==> config.mk <==
export PLATFORM = sky130hd
export DESIGN_NAME = pipeline_hazard_ctrl
export DESIGN_NICKNAME = d
export VERILOG_FILES = /design/src/rtl/pipeline_hazard_ctrl.sv
export SDC_FILE = /design/constraint.sdc
export NUM_CORES = 1
export LEC_CHECK = 0
export CAP_MARGIN = 20
export CELL_PAD_IN_SITES_DETAIL_PLACEMENT = 0
export CELL_PAD_IN_SITES_GLOBAL_PLACEMENT = 1
export CORE_MARGIN = 3
export CORE_UTILIZATION = 35
export DETAILED_ROUTE_END_ITERATION = 6
export PLACE_DENSITY = 0.91
export RECOVER_POWER = 50
export SLEW_MARGIN = 5
export SYNTH_ARGS = -nofsm -noshare
export SYNTH_HDL_FRONTEND = slang
export SYNTH_SLANG_ARGS = --single-unit
==> constraint.sdc <==
create_clock -name clk -period 5.6 [get_ports clk]
set_input_delay 1.4 -clock clk [delete_from_list [all_inputs] [get_ports clk]]
set_output_delay 1.4 -clock clk [all_outputs]
set_load 0.005 [all_outputs]
==> src/rtl/pipeline_hazard_ctrl.sv <==
`default_nettype none
// ============================================================================
// Module      : pipeline_hazard_ctrl
// Description : Decode-stage hazard detection, jump flush sequencing and
//               registered operand-forward selection for a 5-stage pipeline.
//               Build option HAZARD_FORWARD_EN: only load-use stalls, the
//               rest is resolved by forwarding.
// Revision    : 1.0 - initial release
// ============================================================================
module pipeline_hazard_ctrl #(
    parameter int FLUSH_CYCLES = 2,
    parameter int STALL_CNT_W  = 16
) (
    input  logic                   clk,
    input  logic                   reset_n,
    input  logic [4:0]             dec_rs1_idx,
    input  logic [4:0]             dec_rs2_idx,
    input  logic                   dec_use_rs1,
    input  logic                   dec_use_rs2,
    input  logic [4:0]             ex_rd_idx,
    input  logic                   ex_reg_write,
    input  logic                   ex_mem_load,
    input  logic [4:0]             mem_rd_idx,
    input  logic                   mem_reg_write,
    input  logic                   jump_taken,
    output logic                   stall,
    output logic                   bubble_ex,
    output logic                   flush_dec,
    output logic [1:0]             fwd_rs1_sel,
    output logic [1:0]             fwd_rs2_sel,
    output logic                   busy_flush,
    output logic [STALL_CNT_W-1:0] stall_cycles
);

    typedef enum logic [0:0] {
        RUN   = 1'b0,
        FLUSH = 1'b1
    } state_t;

    localparam logic [2:0]             c_flush_init = 3'(FLUSH_CYCLES - 1);
    localparam logic [STALL_CNT_W-1:0] c_cnt_max    = '1;

    state_t                   r_state;
    state_t                   w_state_nxt;
    logic [2:0]               r_flush_cnt;
    logic [2:0]               w_flush_cnt_nxt;
    logic                     w_stall;
    logic                     w_bubble;
    logic                     w_flush;
    logic                     w_hazard;
    logic [STALL_CNT_W-1:0]   r_stall_cycles;

    // Source/producer matches; x0 is hard-wired zero and never a hazard.
    logic w_ex_match_rs1;
    logic w_ex_match_rs2;
    logic w_mem_match_rs1;
    logic w_mem_match_rs2;

    assign w_ex_match_rs1  = dec_use_rs1 && ex_reg_write  &&
                             (ex_rd_idx  == dec_rs1_idx) && (dec_rs1_idx != 5'd0);
    assign w_ex_match_rs2  = dec_use_rs2 && ex_reg_write  &&
                             (ex_rd_idx  == dec_rs2_idx) && (dec_rs2_idx != 5'd0);
    assign w_mem_match_rs1 = dec_use_rs1 && mem_reg_write &&
                             (mem_rd_idx == dec_rs1_idx) && (dec_rs1_idx != 5'd0);
    assign w_mem_match_rs2 = dec_use_rs2 && mem_reg_write &&
                             (mem_rd_idx == dec_rs2_idx) && (dec_rs2_idx != 5'd0);

`ifdef HAZARD_FORWARD_EN
    assign w_hazard = (w_ex_match_rs1 || w_ex_match_rs2) && ex_mem_load;
`else
    assign w_hazard = w_ex_match_rs1 || w_ex_match_rs2 ||
                      w_mem_match_rs1 || w_mem_match_rs2;

    logic w_unused_ok;
    assign w_unused_ok = ex_mem_load;
`endif

    // ------------------------------------------------------------------
    // FSM: flush_cnt holds the FLUSH cycles still to run, including the
    // current one, so the jump cycle plus the FLUSH cycles squash exactly
    // FLUSH_CYCLES wrong-path instructions.
    // ------------------------------------------------------------------
    always_ff @(posedge clk or negedge reset_n) begin
        if (!reset_n) begin
            r_state     <= RUN;
            r_flush_cnt <= 3'd0;
        end else begin
            r_state     <= w_state_nxt;
            r_flush_cnt <= w_flush_cnt_nxt;
        end
    end

    always_comb begin
        w_state_nxt     = r_state;
        w_flush_cnt_nxt = r_flush_cnt;
        w_stall         = 1'b0;
        w_bubble        = 1'b0;
        w_flush         = 1'b0;
        case (r_state)
            RUN: begin
                if (jump_taken) begin
                    w_flush  = 1'b1;
                    w_bubble = 1'b1;
                    if (c_flush_init != 3'd0) begin
                        w_state_nxt     = FLUSH;
                        w_flush_cnt_nxt = c_flush_init;
                    end
                end else if (w_hazard) begin
                    w_stall  = 1'b1;
                    w_bubble = 1'b1;
                end
            end
            FLUSH: begin
                w_flush         = 1'b1;
                w_flush_cnt_nxt = r_flush_cnt - 3'd1;
                if (r_flush_cnt <= 3'd1) begin
                    w_state_nxt     = RUN;
                    w_flush_cnt_nxt = 3'd0;
                end
            end
            default: begin
                w_state_nxt     = RUN;
                w_flush_cnt_nxt = 3'd0;
            end
        endcase
    end

    // Pipeline controls are gated so nothing disturbs the pipe during reset.
    assign stall      = w_stall  & reset_n;
    assign bubble_ex  = w_bubble & reset_n;
    assign flush_dec  = w_flush  & reset_n;
    assign busy_flush = (r_state == FLUSH);

    always_ff @(posedge clk or negedge reset_n) begin
        if (!reset_n) begin
            r_stall_cycles <= '0;
        end else if (w_stall && (r_stall_cycles != c_cnt_max)) begin
            r_stall_cycles <= r_stall_cycles + 1'b1;
        end
    end

    assign stall_cycles = r_stall_cycles;

`ifdef HAZARD_FORWARD_EN
    logic [1:0] r_fwd_rs1_sel;
    logic [1:0] r_fwd_rs2_sel;
    logic       w_squash;

    assign w_squash = w_stall || w_bubble || w_flush;

    function automatic logic [1:0] sel_src(input logic ex_m, input logic mem_m);
        if (ex_m)
            return 2'b01;
        else if (mem_m)
            return 2'b10;
        else
            return 2'b00;
    endfunction

    always_ff @(posedge clk or negedge reset_n) begin
        if (!reset_n) begin
            r_fwd_rs1_sel <= 2'b00;
            r_fwd_rs2_sel <= 2'b00;
        end else if (w_squash) begin
            r_fwd_rs1_sel <= 2'b00;
            r_fwd_rs2_sel <= 2'b00;
        end else begin
            r_fwd_rs1_sel <= sel_src(w_ex_match_rs1, w_mem_match_rs1);
            r_fwd_rs2_sel <= sel_src(w_ex_match_rs2, w_mem_match_rs2);
        end
    end

    assign fwd_rs1_sel = r_fwd_rs1_sel;
    assign fwd_rs2_sel = r_fwd_rs2_sel;
`else
    assign fwd_rs1_sel = 2'b00;
    assign fwd_rs2_sel = 2'b00;
`endif

endmodule
`default_nettype wire

==> run metrics <==
status complete, no violations; 1st-pass router iterations 4; full die area between 4000 and 5000 µm²; met3 usage approximately 2.6%; post-DR wirelength/cell between 10 and 15 µm; Sequential Area approximately 500 µm²; DP Wirelength roughly 2.5 mm; Synth top area share 36.1%; CP Capture Type output port; initial antenna violation count 0; critical path peak fanout 3; post-CTS setup buffer count 0; area leader, netlist dfrtp_1; area of the core between 3000 and 4000 µm²; Post-synth EDFFs 0; max-slew violation count 0; post-CTS resize count 0; Cells after Synth 139; Worst EP required approximately 4.2 ns; post-synthesis sequential area ratio ~36%; Async S/R FF share, synth 100%; GR Layer Usage met1 between 10% and 20%; Worst Max-Slew Pin Slew about 0.64 ns; Slew headroom 57.2%; Layout area overhead 38.7%; synthesized area per cell 9.98 µm²; final hold violation count 0; DRT iter0 DRCs 57; LEAKAGE just over 0.0008 µW; total grt overflow 0; Routed Antenna Nets 0; critical path arrival approximately 3.6 ns; Worst Skew around 0.0028 ns; RSZ-0062 raised after global routing no; layout filler cell count 336; Final min period between 5 and 6 ns; routing usage on met2 between 20% and 30%; power density cells 222 nW/µm²; Final TNS setup 0 ns; layout cell share with drive strength beyond 1 ~9.7%; drc violations 0; first-pass GRT wire length around 5.2 mm; Cell Area, Synth 1390 µm²; nets 218; final worst-path cycle share 89.5%; CTS tree done; chip width 69.0 µm; Final setup viols 0; chip height about 69 µm; Clock Latency Late Sink 0.25 ns; most common cell in the netlist xor2_1; Critical Path Max Stage Delay roughly 0.54 ns; class of the worst hold path flop to flop; Unique masters post-synth 33; Post-DP Area 1870 µm²; Max H-tree Level 1; antenna diode count 0; post-DR vias/cell approximately 5.0; I/O Buffers 46; RePlAce Congestion 0.804; IO Pins 52; vias in the first global route 1245; # rows 22; Finished Cell Area 1920 µm²; top post-synthesis cells by area dfrtp_1 36%, xor2_1 18%, nor3_2 5.0%, nor4_2 3.6%, nand2_1 3.0%; busiest layer in global routing met2; initial core utilization between 30% and 40%; worst r2r path cells 7; cts hold-fix bufs 0; Multi-input gate area just over 800 µm²; synth cell count leaders 29 x xor2_1, 20 x dfrtp_1, 11 x nand2_1; root buf cell clkbuf_8; clock buffer depth 2; Primary FF master, synth dfrtp_1; fmax around 200 MHz; WL final approximately 3 mm; GR Util All Layers around 14%; largest net degree at the start of global routing 17; Max-cap violations 0; Crit-path slowest cell clkdlybuf4s50_1; Yosys warnings 0; Cell Chain, Critical Path clkdlybuf4s50_1 -> xor2_1 -> nor4_1 -> a32oi_1 -> o22a_1 -> nor2b_1 -> nor3b_1 -> clkdlybuf4s50_1; CP dominant cell by count clkdlybuf4s50_1; WHS Path Cells 1; Worst setup SP type input pin; CTS Buf Count 3; Crit Path Category input pin to output port; flops & latches, synth 20; clock sinks 20; Clock transition at path regs approximately 0.070 ns; vias 1166; Max VDD drop 0.0865 mV
==> metal layers <==
layer	share of wire [%]	vias to the layer above
li1	-	569
met1	42	545
met2	50	46
met3	6.3	6
met4	1.8	0
met5	0	-
==> critical path: cells and delay by family <==
family	cells	cell delay, ns
buf+inv	2	1.00
simple gates	3	0.67
compound gates	2	0.35
xor+xnor	1	0.18
==> kinds of logic (layout without fill, tap and decap cells) <==
group,count (synthesis),in the layout,share of synthesized area (%)
flops,20,20,36.1
simple gates,57,57,27.1
fa+ha+maj,3,3,2.71
compound gates,12,12,5.68
xor+xnor,33,33,20.8
other cells,1,4,0.270
buf+inv,10,54,4.96
mux,3,3,2.43
==> sequential cells by signal, indices dropped and copies added, names as in the netlist <==
name,cells
busy_flush,1
r_flush_cnt,3
stall_cycles,16
==> area by class of cell <==
type / instances / area share (%)
multi-input combinational: 112 / 43.1
sequential: 20 / 26.0
timing repair buffer: 48 / 24.5
tap: 48 / 3.12
clock buffer: 4 / 2.86
inverter: 2 / 0.390
==> report_power, final <==
part	total [µW]	internal [µW]	switching [µW]
sequential	181	161	20.6
combinational	138	68.0	70.2
clock	108	62.5	45.3
total	427	291	136
==> path summary, 6_finish.rpt <==
check | from | to | slack (ns)
setup / recovery | dec_rs1_idx[3] | bubble_ex | 0.59
hold / removal | r_flush_cnt[2]$_DFFE_PN0N_ | r_flush_cnt[2]$_DFFE_PN0N_ | 0.48
setup reg to reg | stall_cycles[0]$_DFFE_PN0P_ | stall_cycles[1]$_DFFE_PN0P_ | 3.14
hold reg to reg | r_flush_cnt[2]$_DFFE_PN0N_ | r_flush_cnt[2]$_DFFE_PN0N_ | 0.48
max in group asynchronous | reset_n | stall_cycles[1]$_DFFE_PN0P_ | 3.16
min in group asynchronous | reset_n | r_flush_cnt[2]$_DFFE_PN0N_ | 1.55
==> per-stage QoR <==
| stage | hold WS [ns] | cells | util [%] | setup slack (ns) | total power (µW) |
|---|---|---|---|---|---|
| after floorplan | 0.445 | 142 | - | 1.48 | 262 |
| after global placement | 0.465 | 230 | 50.0 | 0.625 | 314 |
| after detailed placement | 0.477 | 230 | 50.0 | 0.579 | 324 |
| after CTS | 0.486 | 234 | 51.5 | 0.559 | 432 |
| after global routing | 0.498 | 234 | 51.4 | 0.475 | 455 |
| final | 0.481 | 234 | 51.4 | 0.591 | 427 |
==> cells in the final DEF, fill, tap and decap left out, types with 4 or more instances in the layout <==
| cell type | instances |
|---|---|
| xnor2_1 | 4 |
| clkbuf_8 | 4 |
| nor4_2 | 4 |
| nor2_1 | 7 |
| dlygate4sd3_1 | 8 |
| nand4_1 | 4 |
| nand2_1 | 11 |
| dfrtp_1 | 20 |
| nor3_2 | 7 |
| conb_1 | 4 |
| xor2_1 | 29 |
| clkdlybuf4s50_1 | 38 |
| nand3_1 | 4 |
Note: power is estimated with default switching activity, not from simulation.
